===== config.mk =====
export PLATFORM = sky130hd
export DESIGN_NAME = writeback_regfile
export DESIGN_NICKNAME = d
export VERILOG_FILES = /design/src/rtl/cpu_pkg.sv /design/src/rtl/regfile_array.sv /design/src/rtl/writeback_regfile.sv
export SDC_FILE = /design/constraint.sdc
export NUM_CORES = 1
export LEC_CHECK = 0
export CORE_MARGIN = 2
export CORE_UTILIZATION = 45
export CTS_BUF_LIST = sky130_fd_sc_hd__clkbuf_16
export DETAILED_ROUTE_END_ITERATION = 8
export GPL_ROUTABILITY_DRIVEN = 1
export GPL_TIMING_DRIVEN = 0
export PLACE_DENSITY_LB_ADDON = 0.1
export SYNTH_ARGS = -nofsm -noshare
export SYNTH_HDL_FRONTEND = slang
export SYNTH_SLANG_ARGS = --single-unit

===== constraint.sdc =====
create_clock -name i_clk -period 15.4 [get_ports i_clk]
set_input_delay 3.08 -clock i_clk [delete_from_list [all_inputs] [get_ports i_clk]]
set_output_delay 3.08 -clock i_clk [all_outputs]
set_load 0.05 [all_outputs]

===== src/rtl/cpu_pkg.sv =====
// Shared CPU datapath definitions.
//  DATA_W / ADDR_W / NUM_REGS : default register-file geometry
//  REG_ZERO                   : address of the hard-wired zero register
//  opcode_e                   : opcode encodings shared by decode and ALU
package cpu_pkg;

    localparam int DATA_W   = 8;
    localparam int ADDR_W   = 4;
    localparam int NUM_REGS = 1 << ADDR_W;

    localparam logic [ADDR_W-1:0] REG_ZERO = '0;

    typedef enum logic [3:0] {
        OP_ADD = 4'h0,
        OP_SUB = 4'h1,
        OP_AND = 4'h2,
        OP_OR  = 4'h3,
        OP_XOR = 4'h4,
        OP_SHL = 4'h5,
        OP_SHR = 4'h6,
        OP_MOV = 4'h7,
        OP_LDI = 4'h8,
        OP_NOP = 4'hF
    } opcode_e;

endpackage


===== src/rtl/regfile_array.sv =====
// Register-file storage: single write port, two combinational read ports.
// No bypass here; the write-back stage above handles forwarding.
//  i_clk, i_reset : clock, async active-high reset (clears every entry)
//  i_we/i_wa/i_wd : write enable, address, data (commits on rising edge)
//  i_ra_1/i_ra_2  : read addresses
//  o_rd_1/o_rd_2  : read data, straight from storage
module regfile_array #(
    parameter int DW = 8,
    parameter int AW = 4
) (
    input  logic          i_clk,
    input  logic          i_reset,
    input  logic          i_we,
    input  logic [AW-1:0] i_wa,
    input  logic [DW-1:0] i_wd,
    input  logic [AW-1:0] i_ra_1,
    input  logic [AW-1:0] i_ra_2,
    output logic [DW-1:0] o_rd_1,
    output logic [DW-1:0] o_rd_2
);

    localparam int NREGS = 1 << AW;

    logic [DW-1:0] mem_q [NREGS];

    always_ff @(posedge i_clk or posedge i_reset) begin
        if (i_reset) begin
            for (int i = 0; i < NREGS; i++) mem_q[i] <= '0;
        end else if (i_we) begin
            mem_q[i_wa] <= i_wd;
        end
    end

    assign o_rd_1 = mem_q[i_ra_1];
    assign o_rd_2 = mem_q[i_ra_2];

endmodule


===== src/rtl/writeback_regfile.sv =====
// Write-back stage + register file of the 8-bit CPU.
// Execute results are captured in a WB register, committed to the register
// file one edge later, and bypassed to both read ports while pending.
//  i_clk, i_reset               : clock, async active-high reset
//  i_wr_en/i_write_add/_data    : execute-stage result
//  i_flush                      : kill the result presented this cycle
//  i_rd_add_1/2, o_rd_data_1/2  : combinational read ports (with bypass)
//  o_wb_valid/o_wb_add/o_wb_data: pending WB entry (forwarding source)
//  o_wb_count                   : committed-write counter, wraps
module writeback_regfile #(
    parameter int DATA_W  = cpu_pkg::DATA_W,
    parameter int ADDR_W  = cpu_pkg::ADDR_W,
    parameter int R0_ZERO = 1,
    parameter int CNT_W   = 16
) (
    input  logic              i_clk,
    input  logic              i_reset,
    input  logic              i_wr_en,
    input  logic [ADDR_W-1:0] i_write_add,
    input  logic [DATA_W-1:0] i_write_data,
    input  logic              i_flush,
    input  logic [ADDR_W-1:0] i_rd_add_1,
    input  logic [ADDR_W-1:0] i_rd_add_2,
    output logic [DATA_W-1:0] o_rd_data_1,
    output logic [DATA_W-1:0] o_rd_data_2,
    output logic              o_wb_valid,
    output logic [ADDR_W-1:0] o_wb_add,
    output logic [DATA_W-1:0] o_wb_data,
    output logic [CNT_W-1:0]  o_wb_count
);

    import cpu_pkg::*;

    localparam bit                ZERO_R0  = (R0_ZERO != 0);
    localparam logic [ADDR_W-1:0] ZERO_ADD = ADDR_W'(REG_ZERO);

    logic              wb_valid_q, wb_valid_d;
    logic [ADDR_W-1:0] wb_add_q,   wb_add_d;
    logic [DATA_W-1:0] wb_data_q,  wb_data_d;
    logic [CNT_W-1:0]  count_q,    count_d;
    logic              commit_en;
    logic [DATA_W-1:0] rf_rd_1, rf_rd_2;

    // Read priority: zero register, then pending WB entry, then storage.
    function automatic logic [DATA_W-1:0] rd_mux(
        input logic [ADDR_W-1:0] addr,
        input logic [DATA_W-1:0] rf_val,
        input logic              pend_vld,
        input logic [ADDR_W-1:0] pend_add,
        input logic [DATA_W-1:0] pend_data
    );
        if (ZERO_R0 && addr == ZERO_ADD) return '0;
        if (pend_vld && pend_add == addr) return pend_data;
        return rf_val;
    endfunction

    always_comb begin
        // Address/data load every edge; only the valid bit is qualified.
        wb_valid_d = i_wr_en & ~i_flush;
        wb_add_d   = i_write_add;
        wb_data_d  = i_write_data;
        // Writes to the zero register are dropped and not counted.
        commit_en  = wb_valid_q & ~(ZERO_R0 && wb_add_q == ZERO_ADD);
        count_d    = commit_en ? count_q + 1'b1 : count_q;
    end

    always_ff @(posedge i_clk or posedge i_reset) begin
        if (i_reset) begin
            wb_valid_q <= 1'b0;
            wb_add_q   <= '0;
            wb_data_q  <= '0;
            count_q    <= '0;
        end else begin
            wb_valid_q <= wb_valid_d;
            wb_add_q   <= wb_add_d;
            wb_data_q  <= wb_data_d;
            count_q    <= count_d;
        end
    end

    regfile_array #(
        .DW (DATA_W),
        .AW (ADDR_W)
    ) u_rf (
        .i_clk   (i_clk),
        .i_reset (i_reset),
        .i_we    (commit_en),
        .i_wa    (wb_add_q),
        .i_wd    (wb_data_q),
        .i_ra_1  (i_rd_add_1),
        .i_ra_2  (i_rd_add_2),
        .o_rd_1  (rf_rd_1),
        .o_rd_2  (rf_rd_2)
    );

    assign o_rd_data_1 = rd_mux(i_rd_add_1, rf_rd_1, wb_valid_q, wb_add_q, wb_data_q);
    assign o_rd_data_2 = rd_mux(i_rd_add_2, rf_rd_2, wb_valid_q, wb_add_q, wb_data_q);
    assign o_wb_valid  = wb_valid_q;
    assign o_wb_add    = wb_add_q;
    assign o_wb_data   = wb_data_q;
    assign o_wb_count  = count_q;

endmodule


# == After elaboration in Yosys (flattened, before gate mapping) ==
# Cells that the tools add are included.
# Widths: inputs -> output; s select.
# totals
regBits,157
input_bits,24
output_inout_bits,45
word_cells,63
# classes
eq_ne,2
n_lt_le_gt_ge,4
muxes,23
bitwise_logic,7
add_sub_neg,1
reduce_logical,6
# ops
cell,n
$bwmux 128,1
$mux 8,13
$bmux 8 s4,2
$demux 8 s4,1
$add 16x1->16 const B,1
$ge 5x5->1 const B,3
$not 4->5,3
$logic_not 4->1,3
$eq 4x4->1,2
$mux 1,6
$lt 5x1->1 const B,1
$logic_and 1x1->1,3
$and 1x1->1,2
$not 1->1,2

# == Logic depth before layout (Yosys ltp) ==
# logic_depth
depth_word,6
mapped_depth,7

# == By module ==
# From an unflattened synthesis, not the netlist that was laid out.
# unflattened
hier_cells,585
hier_area_um2,8271.7
# modules_own_cells
module,area_per_inst_um2,cells_each,n_inst,seq_area_each_um2
regfile_array,6759.0,438,1,3203.1
writeback_regfile,1512.7,147,1,725.7

# == Worst setup path before layout ==
# Ideal clock, no wire load.
# synth_timing
kind,input to output
startpoint,in i_rd_add_1[2]
endpoint,out o_rd_data_1[5]
path_buffers,2
cell_stages,6
t_arrival_ns,4.897
path_slack_ns,7.423
path_cell_list,buf_2 or3b_1 clkbuf_1 o22ai_1 a211oi_1 a31oi_1
# synth_between
elab_chain_len,6
word_cells_on_any_way,13
# synth_lines
item,line_no,text
from (decl),writeback_regfile.sv:22,"input logic [ADDR_W-1:0] i_rd_add_1,"
$not 4->5 (implied by the code) or $eq 4x4->1 (tied branches),"regfile_array.sv:34, writeback_regfile.sv:53",
$bmux 8 s4 or $logic_and 1x1->1 (tied branches),"regfile_array.sv:34, writeback_regfile.sv:53",
$mux 8 (implied by the code) or $mux 1 (tied branches) (2 in series),"regfile_array.sv:34, writeback_regfile.sv:53",
$mux 8,writeback_regfile.sv:54,return rf_val;
$mux 8 *,writeback_regfile.sv:53,if (pend_vld && pend_add == addr) return pend_data;
to (decl),writeback_regfile.sv:24,"output logic [DATA_W-1:0] o_rd_data_1,"
# Mark *: on every way between the ends. The rest lies on a longest branch, timed or not. The select of a mux whose other input is x is not followed.

# == Worst setup path after layout ==
# layout_timing
startpoint,in i_rd_add_2[2]
endpoint,out o_rd_data_2[2]
# layout_between
elab_chain_len,6
word_cells_on_any_way,13
# layout_lines
item,line_no,text
from (decl),writeback_regfile.sv:23,"input logic [ADDR_W-1:0] i_rd_add_2,"
$not 4->5 (implied by the code) or $eq 4x4->1 (tied branches),"regfile_array.sv:35, writeback_regfile.sv:53",
$bmux 8 s4 or $logic_and 1x1->1 (tied branches),"regfile_array.sv:35, writeback_regfile.sv:53",
$mux 8 (implied by the code) or $mux 1 (tied branches) (2 in series),"regfile_array.sv:35, writeback_regfile.sv:53",
$mux 8,writeback_regfile.sv:54,
$mux 8 *,writeback_regfile.sv:53,
to (decl),writeback_regfile.sv:25,"output logic [DATA_W-1:0] o_rd_data_2,"
# Marks and branches as above.

==> results.md <==
- Status: finished, final reports clean
- Synth top area share: 0.479
- Total nets after synthesis: 641
- Post-synth ARST share: 1.00
- Final setup viols: 0
- Overall power consumption: 1260 uW
- Number of antenna violations at the first check in global routing: 0
- Pin count of the biggest net entering global routing: just over 90
- Cell with the most instances after synthesis: dfrtp_1
- Synthesized area: 8210 um^2
- Tightest Pin Transition: 692 ps
- Part of the total power dissipated in combinational logic: 0.241
- Setup clock skew after layout: slightly above 10 ps
- Clock tree from TritonCTS: done
- Number of distinct standard cells referenced by the synthesized netlist: 36
- Number of top-level pins: 69
- Clock latency at the later pin of the worst-skew pair: 440 ps
- Die Wd: 139 um
- Setup repair after global routing missed its margin: false
- Overall fraction of global-route tracks in use: 0.249
- Number of H-tree branching levels: 4
- Worst slew margin relative to its limit: 0.539
- Max Freq: around 110 MHz
- Start point of the worst hold path: u_rf.mem_q[126]$_DFFE_PP0P_
- Starting density of the core: 0.459
- Compound-cell area share of the yosys netlist: 0.0681
- Clock network power share: 0.331
- Area growth from synthesis to layout: 19.0%
- Peak VDD IR: approximately 0.00013 V
- Routed wire per std cell: 24.5 um
- Count of filler cells inserted in the layout: 1,487
- Adder-cell area share of the yosys netlist: 0.00152
- Clk pin slew, worst setup/hold paths: ~60 ps
- Placer congestion estimate: 0.862
- Pleak: 0.00426 uW
- Vias/cell: 5.97
- Largest buffer count on any clock path: 2
- Crit path time final: slightly above 9000 ps
- Total Wirelength: approximately 23,000 um
- Path category of the worst min-delay check: reg2reg
- Worst r2r src: o_wb_valid$_DFF_PP0_
- Number of register bits inferred by synthesis: 157
- Cell type with the largest total area after synthesis: dfrtp_1
- Portion of the post-synthesis area used by sequential elements: 0.479
- Count of buffers added by post-CTS timing repair for setup: 0
- Post-route standard cell area excluding fillers: 9770 um^2
- Period utilisation layout: 0.598
- Std-Cell Rows: between 40 and 50
- Placed inst area: 9190 um^2
- Half-perimeter wire length of the detailed placement result: 16,600 um
- Final hold violation count: 0
- P_int: 846 uW
- CP Launch Point: i_rd_add_2[2]
- Antenna-violating nets left: 0
- Ranking of synthesized cells by area: dfrtp_1 (48%), mux2_1 (16%), mux4_2 (8.8%)
- Number of global-route vias before repair: 5,899
- Setup TNS after final layout: 0 ps
- Mux contribution to synthesized area: 0.335
- Number of vias after detailed routing: around 5.6k
- Power per Cell Area: 129 nW/um^2
- Number of design-rule violations left by the first detailed-router iteration: 426
- Tightest hold margin: 485 ps
- Critical Path AT: 6120 ps
- Sw power: 417 uW
- Main combinational cell family by area after synthesis: multiplexers
- Critical path startpoint category: primary input
- DRC viols: 0
- Final number of max-transition violations: 0
- Mean instance size in the synthesized netlist: 13.3 um^2
- DIE AREA: roughly 19,000 um^2
- Share of cells above drive strength 1: 0.164
- Number of antenna repair diodes: 0
- Core area: 17,900 um^2
- Total CTS buffers: 17
- Cells after Synth: between 600 and 700
- Vertical die dimension: 139 um
- First-pass GRT wire length: 36,200 um
- Warning count from the yosys run: 0
- Most common library cells after synthesis: dfrtp_1 (157), mux2_1 (115), mux2i_1 (64)
- Post-synth EDFFs: 0
- Total clock sinks: 157
- Switching portion of total power: 0.330
- Count of input and output buffers: 66
- Number of violations of the max-capacitance limit: 0
- Initial DRT Pass Iterations: 7
- Share of synthesized cell area in and, or, nand and nor gates: 0.0582
- Grt ovf: 0
- Root cell of the clock tree: clkbuf_16
- Share of power burned in registers: 0.428
- CP max FO: 10
- Number of buffers inserted for hold repair after clock tree synthesis: 0
- Post-CTS resize count: 0
- Xor/xnor cell area share of the yosys netlist: 0.0245
- Crit Path Class: in2out
- Setup crit end kind: primary output
- Layout net count: 727
- Ys flop type: dfrtp_1
- Required time at the endpoint of the critical path: roughly 12,000 ps
==> state kept, by name, indices dropped and copies added, names as in the netlist <==
signal and flops:
o_wb_valid 1, o_wb_add 4, u_rf.mem_q 128, o_wb_data 8
o_wb_count 16
==> power groups by stage <==
stage	Sequential [uW]	Combinational, uW	Clock (uW)
after floorplan	558	185	0
after global placement	539	297	0
after detailed placement	546	304	0
after CTS	539	304	425
after global routing	549	321	445
final	541	304	418
==> kinds of logic (layout without fill, tap and decap cells) <==
kind of cell	Yosys count	count (layout)
AO/OA/AOI/OAI	81	81
adder cells (fa/ha/maj)	1	1
multiplexers	219	219
XOR/XNOR	23	23
flip-flops	157	157
AND/OR/NAND/NOR	76	76
buffers and inverters	59	158
==> critical path, cell delays in order <==
cell             delay, ps
clkdlybuf4s50_1        510
buf_2                  300
xnor2_1                170
nand3_1                330
or2_1                  340
clkbuf_1               210
a31oi_1                300
clkdlybuf4s50_1        880
==> final cells by class <==
class / instances / area (um^2) / share of cell area
multi-input cells: 400 / 4000 / 0.409
flip-flops and latches: 157 / 3930 / 0.402
repair buffers: 67 / 688 / 0.0705
clock buffers: 17 / 425 / 0.0436
well taps: 229 / 287 / 0.0293
plain buffers: 58 / 279 / 0.0286
clock inverters: 15 / 153 / 0.0156
inverters: 1 / 8.76 / 0.000897
==> placed cells by master (no fill, tap or decap), drive strengths merged, types with 2 or more instances in the layout <==
master,count
o31ai,16
nor2,9
nand2b,2
clkbuf,43
or3,5
clkinvlp,3
clkinv,3
and4,3
nor2b,4
xor2,3
xnor2,20
mux2i,64
nand3b,6
or3b,4
nand3,21
o22ai,32
dfrtp,157
mux2,123
nand4,2
a211oi,16
mux4,32
inv,9
buf,33
or2,4
a21oi,2
and3,6
nand2,9
clkdlybuf4s50,66
a31oi,14
==> path summary, 6_finish.rpt <==
| path | endpoint | slack, ps | depth (start not counted) |
|---|---|---|---|
| max in group asynchronous | u_rf.mem_q[60]$_DFFE_PP0P_ | 11420 | 3 |
| min in group asynchronous | u_rf.mem_q[114]$_DFFE_PP0P_ | 3130 | 2 |
| setup reg to reg | u_rf.mem_q[108]$_DFFE_PP0P_ | 13400 | 4 |
| hold / removal | u_rf.mem_q[126]$_DFFE_PP0P_ | 480 | 1 |
| hold reg to reg | u_rf.mem_q[126]$_DFFE_PP0P_ | 480 | 1 |
| setup / recovery | o_rd_data_2[2] | 6200 | 8 |
==> through the flow <==
step	std cells	setup WS (ps)	utilization
after floorplan	616	7420	-
after global placement	911	6010	0.511
after detailed placement	912	6260	0.513
after CTS	944	6250	0.546
after global routing	944	6040	0.546
final	944	6200	0.546
==> routing by layer <==
layer | vias up | track usage | routed length, um
met5 | - | 0 | 0
met2 | 187 | 0.372 | 10600
met4 | 0 | 0.111 | 923
met3 | 43 | 0.0615 | 1390
li1 | 2505 | - | -
met1 | 2899 | 0.346 | 10300
(Power assumes the default switching activity.)
